==> src/rtl/soc_mem_pkg.sv <==
// soc_mem_pkg: shared types and constants for the data-port responder.
package soc_mem_pkg;
   typedef struct packed {
      logic valid;
      logic we;
      logic oor;
   } resp_tag_t;
   localparam logic [31:0] OOR_RDATA = 32'h0;
endpackage

==> src/rtl/core_data_inf.sv <==
// CORE_DATA_INF: CV32E data-port bundle (OBI-style request/grant/response).
interface CORE_DATA_INF;
   logic        data_req;
   logic [31:0] data_addr;
   logic        data_we;
   logic [3:0]  data_be;
   logic [31:0] data_wdata;
   logic        data_gnt;
   logic        data_rvalid;
   logic [31:0] data_rdata;
   modport Master (output data_req, data_addr, data_we, data_be, data_wdata,
                   input  data_gnt, data_rvalid, data_rdata);
   modport Slave  (input  data_req, data_addr, data_we, data_be, data_wdata,
                   output data_gnt, data_rvalid, data_rdata);
endinterface

==> src/rtl/cv32e_resp_pipe.sv <==
// cv32e_resp_pipe: fixed-depth delay line of response tags matching the SRAM read latency.
module cv32e_resp_pipe
   import soc_mem_pkg::*;
#(
   parameter int unsigned DEPTH = 1
) (
   input  logic      clk_i,
   input  logic      rst_i,
   input  resp_tag_t tag_i,
   output resp_tag_t tag_o
);
   resp_tag_t pipe_q [DEPTH];
   resp_tag_t pipe_d [DEPTH];
   always_comb begin
      pipe_d[0] = tag_i;
      for (int i = 1; i < DEPTH; i++) pipe_d[i] = pipe_q[i-1];
   end
   always_ff @(posedge clk_i or posedge rst_i) begin
      if (rst_i) for (int i = 0; i < DEPTH; i++) pipe_q[i] <= '0;
      else       for (int i = 0; i < DEPTH; i++) pipe_q[i] <= pipe_d[i];
   end
   assign tag_o = pipe_q[DEPTH-1];
endmodule

==> src/rtl/cv32e_data_mem_responder.sv <==
// cv32e_data_mem_responder: data-port responder serving a synchronous SRAM with
// in-order responses and a bounded number of outstanding transactions.
module cv32e_data_mem_responder
   import soc_mem_pkg::*;
#(
   parameter logic [31:0] BASE_ADDR       = 32'h0000_0000,
   parameter int unsigned MEM_AW          = 12,
   parameter int unsigned READ_LATENCY    = 1,
   parameter int unsigned MAX_OUTSTANDING = 2
) (
   input  logic              clk_i,
   input  logic              rst_i,
   CORE_DATA_INF.Slave       data_slave_inf,
   output logic              mem_en,
   output logic              mem_we,
   output logic [3:0]        mem_be,
   output logic [MEM_AW-1:0] mem_addr,
   output logic [31:0]       mem_wdata,
   input  logic [31:0]       mem_rdata
);
   localparam int unsigned   CW   = $clog2(MAX_OUTSTANDING + 1);
   localparam logic [CW-1:0] OMAX = CW'(MAX_OUTSTANDING);
   logic [CW-1:0] ocnt_q, ocnt_d;
   logic [31:0]   offs;
   logic          in_rng, xfer, rvalid;
   resp_tag_t     tag_in, tag_out;
   always_comb begin
      offs   = data_slave_inf.data_addr - BASE_ADDR;
      in_rng = (offs >> (MEM_AW + 2)) == 32'd0;
      // a response retiring this cycle frees its slot for the new grant
      xfer   = !rst_i && data_slave_inf.data_req && (ocnt_q < OMAX || rvalid);
      mem_en    = xfer && in_rng;
      mem_we    = mem_en && data_slave_inf.data_we;
      mem_be    = data_slave_inf.data_we ? data_slave_inf.data_be : 4'hF;
      mem_addr  = offs[MEM_AW+1:2];
      mem_wdata = data_slave_inf.data_wdata;
      tag_in    = '{valid: xfer, we: data_slave_inf.data_we, oor: !in_rng};
      ocnt_d = (xfer && !rvalid) ? ocnt_q + CW'(1) :
               (rvalid && !xfer) ? ocnt_q - CW'(1) : ocnt_q;
      data_slave_inf.data_gnt    = xfer;
      data_slave_inf.data_rvalid = rvalid;
      data_slave_inf.data_rdata  = (rvalid && !tag_out.we && !tag_out.oor) ? mem_rdata : OOR_RDATA;
   end
   assign rvalid = tag_out.valid;
   cv32e_resp_pipe #(.DEPTH(READ_LATENCY)) u_pipe (
      .clk_i (clk_i),
      .rst_i (rst_i),
      .tag_i (tag_in),
      .tag_o (tag_out)
   );
   always_ff @(posedge clk_i or posedge rst_i) begin
      if (rst_i) ocnt_q <= '0;
      else       ocnt_q <= ocnt_d;
   end
   a_ocnt_max: assert property (@(posedge clk_i) disable iff (rst_i) ocnt_q <= OMAX);
   a_ocnt_min: assert property (@(posedge clk_i) disable iff (rst_i) !(rvalid && !xfer && ocnt_q == '0));
endmodule
==> src/flat_wrapper.sv <==
// flat-port wrapper written by rule: the top's interface ports become plain ports
module cv32e_data_mem_responder_flat import soc_mem_pkg::*;
#(
   parameter logic [31:0] BASE_ADDR       = 32'h0000_0000,
   parameter int unsigned MEM_AW          = 12,
   parameter int unsigned READ_LATENCY    = 1,
   parameter int unsigned MAX_OUTSTANDING = 2
)
  (clk_i, rst_i, mem_en, mem_we, mem_be, mem_addr, mem_wdata, mem_rdata, data_slave_inf_data_req, data_slave_inf_data_addr, data_slave_inf_data_we, data_slave_inf_data_be, data_slave_inf_data_wdata, data_slave_inf_data_gnt, data_slave_inf_data_rvalid, data_slave_inf_data_rdata);
  CORE_DATA_INF data_slave_inf_i ();
  input  logic clk_i;
  input  logic rst_i;
  output logic mem_en;
  output logic mem_we;
  output logic [3:0] mem_be;
  output logic [MEM_AW-1:0] mem_addr;
  output logic [31:0] mem_wdata;
  input  logic [31:0] mem_rdata;
  input wire logic [$bits(data_slave_inf_i.data_req)-1:0] data_slave_inf_data_req;
  input wire logic [$bits(data_slave_inf_i.data_addr)-1:0] data_slave_inf_data_addr;
  input wire logic [$bits(data_slave_inf_i.data_we)-1:0] data_slave_inf_data_we;
  input wire logic [$bits(data_slave_inf_i.data_be)-1:0] data_slave_inf_data_be;
  input wire logic [$bits(data_slave_inf_i.data_wdata)-1:0] data_slave_inf_data_wdata;
  output wire logic [$bits(data_slave_inf_i.data_gnt)-1:0] data_slave_inf_data_gnt;
  output wire logic [$bits(data_slave_inf_i.data_rvalid)-1:0] data_slave_inf_data_rvalid;
  output wire logic [$bits(data_slave_inf_i.data_rdata)-1:0] data_slave_inf_data_rdata;
  assign data_slave_inf_i.data_req = data_slave_inf_data_req;
  assign data_slave_inf_i.data_addr = data_slave_inf_data_addr;
  assign data_slave_inf_i.data_we = data_slave_inf_data_we;
  assign data_slave_inf_i.data_be = data_slave_inf_data_be;
  assign data_slave_inf_i.data_wdata = data_slave_inf_data_wdata;
  assign data_slave_inf_data_gnt = data_slave_inf_i.data_gnt;
  assign data_slave_inf_data_rvalid = data_slave_inf_i.data_rvalid;
  assign data_slave_inf_data_rdata = data_slave_inf_i.data_rdata;
  cv32e_data_mem_responder #(.BASE_ADDR(BASE_ADDR), .MEM_AW(MEM_AW), .READ_LATENCY(READ_LATENCY), .MAX_OUTSTANDING(MAX_OUTSTANDING)) u_core (.clk_i(clk_i), .rst_i(rst_i), .data_slave_inf(data_slave_inf_i), .mem_en(mem_en), .mem_we(mem_we), .mem_be(mem_be), .mem_addr(mem_addr), .mem_wdata(mem_wdata), .mem_rdata(mem_rdata));
endmodule
==> config.mk <==
export PLATFORM = sky130hd
export DESIGN_NAME = cv32e_data_mem_responder_flat
export DESIGN_NICKNAME = d
export VERILOG_FILES = /design/src/rtl/soc_mem_pkg.sv /design/src/rtl/core_data_inf.sv /design/src/rtl/cv32e_resp_pipe.sv /design/src/rtl/cv32e_data_mem_responder.sv /design/src/flat_wrapper.sv
export SDC_FILE = /design/constraint.sdc
export NUM_CORES = 1
export LEC_CHECK = 0
export CORE_ASPECT_RATIO = 0.5
export CORE_MARGIN = 2
export CORE_UTILIZATION = 20
export CTS_CLUSTER_SIZE = 28
export DETAILED_ROUTE_END_ITERATION = 8
export PLACE_DENSITY = 0.92
export REMOVE_ABC_BUFFERS = 1
export SLEW_MARGIN = 15
export SYNTH_ARGS = -nofsm -noshare
export SYNTH_HDL_FRONTEND = slang
export SYNTH_SLANG_ARGS = --single-unit
==> constraint.sdc <==
create_clock -name clk_i -period 2.8 [get_ports clk_i]
set_input_delay 0.7 -clock clk_i [delete_from_list [all_inputs] [get_ports clk_i]]
set_output_delay 0.7 -clock clk_i [all_outputs]
set_load 0.02 [all_outputs]
==> summary.txt <==
Status
  – Status: completed

Placed design
  – DP Worst Slack: -0.3607 ns
  – Port Buf Inserts: 97
  – Dpl cell area: 1590 µm²
  – Hpwl dp: 4.824 mm
  – Placed insts: 218
  – Placer Congestion: 0.8257

Worst setup path
  – Critical path type: input port to primary output
  – FF-to-FF setup slack: 1.12 ns
  – Crit-path max FO: 3
  – CP arrival: 1.98 ns
  – Crit start category: input port
  – Critical Path RT: 2.10 ns
  – Endpoint type of the worst setup path: primary output

Clock network
  – Worst-Skew Late Latency: 0.22 ns
  – Clock-pin slew of the registers on the worst-case setup and hold paths: 0.03 ns
  – CTS tree: yes
  – H-tree depth: 1
  – Clk sinks: 5
  – Clk buf depth: 2
  – Num CTS Buffers: 3
  – Root buf cell: clkbuf_8

Global route
  – GR Layer Usage met1: 0.1234
  – Initial antenna violation count: 0
  – Top Usage Layer GRT: met3
  – Overall Global Routing Usage: 0.2072
  – Met2 Use GR: 0.3102
  – M3 GR Usage: 0.3329
  – Largest net degree at the start of global routing: 33
  – Vias in the first global route: 922
  – Remaining Overflow, GRT: 0
  – First-pass GRT wire length: 6.920 mm

Drt
  – Vias per inst: 4.144
  – DRT antenna net count: 0
  – DR WL/cell: 23.64 µm
  – Routed WL: 5.248 mm
  – DRT Pass-1 Iters: 2
  – Vias: 920
  – Starting DRC count in detailed routing: 19
  – DRC violations left: 0

Timing
  – Fin crit share: 0.9588
  – Final Setup Violations: 0
  – Peak Freq: 372.5 MHz
  – Final worst slack: 0.1153 ns
  – Clock Skews: 0.001820 ns
  – Final hold viol count: 0
  – Slew Limit Fails: 0
  – RSZ-0062 raised after global routing: false
  – Post-route minimum period: 2.685 ns
  – Worst-Margin Slew: 0.3706 ns
  – Relative slew slack: 0.7518

Synth
  – Count of cell types in the netlist: 18
  – FF+latch count, synth: 5
  – Yosys synthesis warning count: 0
  – Sequential share of the synthesized area: 0.1443
  – Post-synth top area cell: buf_4
  – Top cells by area, synth: buf_4, and2_1, dfrtp_1
  – Async set-reset flop share out of synthesis: 1.000
  – Synth Flop Type: dfrtp_1
  – Syn_area_per_cell: 7.883 µm²
  – Share of the synthesized area in the top cell type: 0.3810
  – Mapped Area: 867.1 µm²
  – Synth Instances: 110
  – Post-synth EDFFs: 0

Final layout
  – Non-Filler Instances: 222
  – Area growth syn-to-layout: 89.18%
  – Final #Nets: 274
  – Most common cell after layout, fill and taps aside: clkdlybuf4s50_1
  – Core Util, Final: 0.4076
  – Antenna fix cells: 0
  – Commonest non-fill, non-tap cells in the layout: clkdlybuf4s50_1, and2_1, nor4_2, buf_4, dfrtp_1
  – Final Cell Area: 1640 µm²
  – Share of layout cells above drive strength 1: 0.1012

Floorplan
  – Row Count: 16
  – Chip Width: 97.12 µm
  – Io pins: 188
  – Initial core utilization: 0.2155
  – Placeable Area: 4024 µm²
  – Die height: 50.56 µm
  – DIE AREA: 4910 µm²

Power
  – Peak supply drop: 0.0001377 V
  – Leak: 0.6665 nW
  – PwrDens: 251.5 nW/µm²

Run
  – MaxCap Viol Count: 0

Hold path
  – Hold crit path type: flip-flop to flip-flop
[cell usage after synthesis (2+ instances only)]
| master | instances |
|---|---|
| nor4_2 | 5 |
| nand2b_1 | 4 |
| nor2_1 | 2 |
| inv_1 | 4 |
| xnor2_1 | 2 |
| dfrtp_1 | 5 |
| clkbuf_2 | 3 |
| buf_4 | 44 |
| and2_1 | 32 |
[power by group]
part | internal (mW) | switching, mW | total, mW
registers | 0.0915 | 0.0126 | 0.104
logic | 0.114 | 0.0613 | 0.175
clock network | 0.0978 | 0.0355 | 0.133
total | 0.303 | 0.109 | 0.412
[per-stage QoR]
stage	power, mW	TNS [ns]	hold WS, ns
6_report	0.4125	0	0.5400
5_1_grt	0.4351	0	0.5694
4_1_cts	0.4170	0	0.5371
3_5_place_dp	0.2783	-0.6594	0.4900
3_3_place_gp	0.2674	-0.6035	0.4779
2_1_floorplan	0.1632	0	0.4648
[repair_timing]
item | in CTS | in global routing
endpoints found under the setup margin | 2 | 3
hold buffers | 0 | 0
buffers inserted | 0 | 0
pin swaps | 0 | 3
cloned | 0 | 0
resized for setup | 9 | 6
[cells by family (layout without fill, tap and decap cells)]
group,count (synthesis),after routing,share of synthesized area
flops,5,5,0.1443
fa+ha+maj,1,1,0.01443
xor+xnor,3,3,0.03031
buf+inv,52,110,0.4199
compound gates,1,1,0.008661
simple gates,48,48,0.3824
[state kept, by name, indices dropped and copies added, names as in the netlist]
signal               flops
u_core.u_pipe.tag_o      3
u_core.ocnt_q            2
[layer usage]
layer | share of wire | vias up
met4 | 0.0091 | 2
met2 | 0.43 | 114
li1 | - | 409
met3 | 0.33 | 6
met1 | 0.22 | 389
met5 | 0.011 | -
[final cells by class]
class,instances,area (µm²)
fill,391,2384
sequential,5,125.1
multi-input combinational,53,382.9
tap,54,67.56
inverter,5,18.77
clock buffer,4,45.04
timing repair buffer,101,1001
[worst paths after layout]
| kind | startpoint | endpoint | cells past startpoint |
|---|---|---|---|
| max | data_slave_inf_data_addr[15] | mem_we | 5 |
| min | u_core.ocnt_q[0] | u_core.ocnt_q[0] | 1 |
| max reg2reg | u_core.u_pipe.tag_o[2] | u_core.ocnt_q[1] | 7 |
| min reg2reg | u_core.ocnt_q[0] | u_core.ocnt_q[0] | 1 |
| max in group asynchronous | rst_i | u_core.u_pipe.tag_o[0] | 3 |
| min in group asynchronous | rst_i | u_core.u_pipe.tag_o[2] | 3 |
[worst max-delay path, cell delays in order]
cell and delay, ns:
clkdlybuf4s50_1 0.43, nor4_2 0.27, nand3_1 0.17, nor4_2 0.24, buf_4 0.18
No activity file was read; power rests on OpenSTA's default activity.
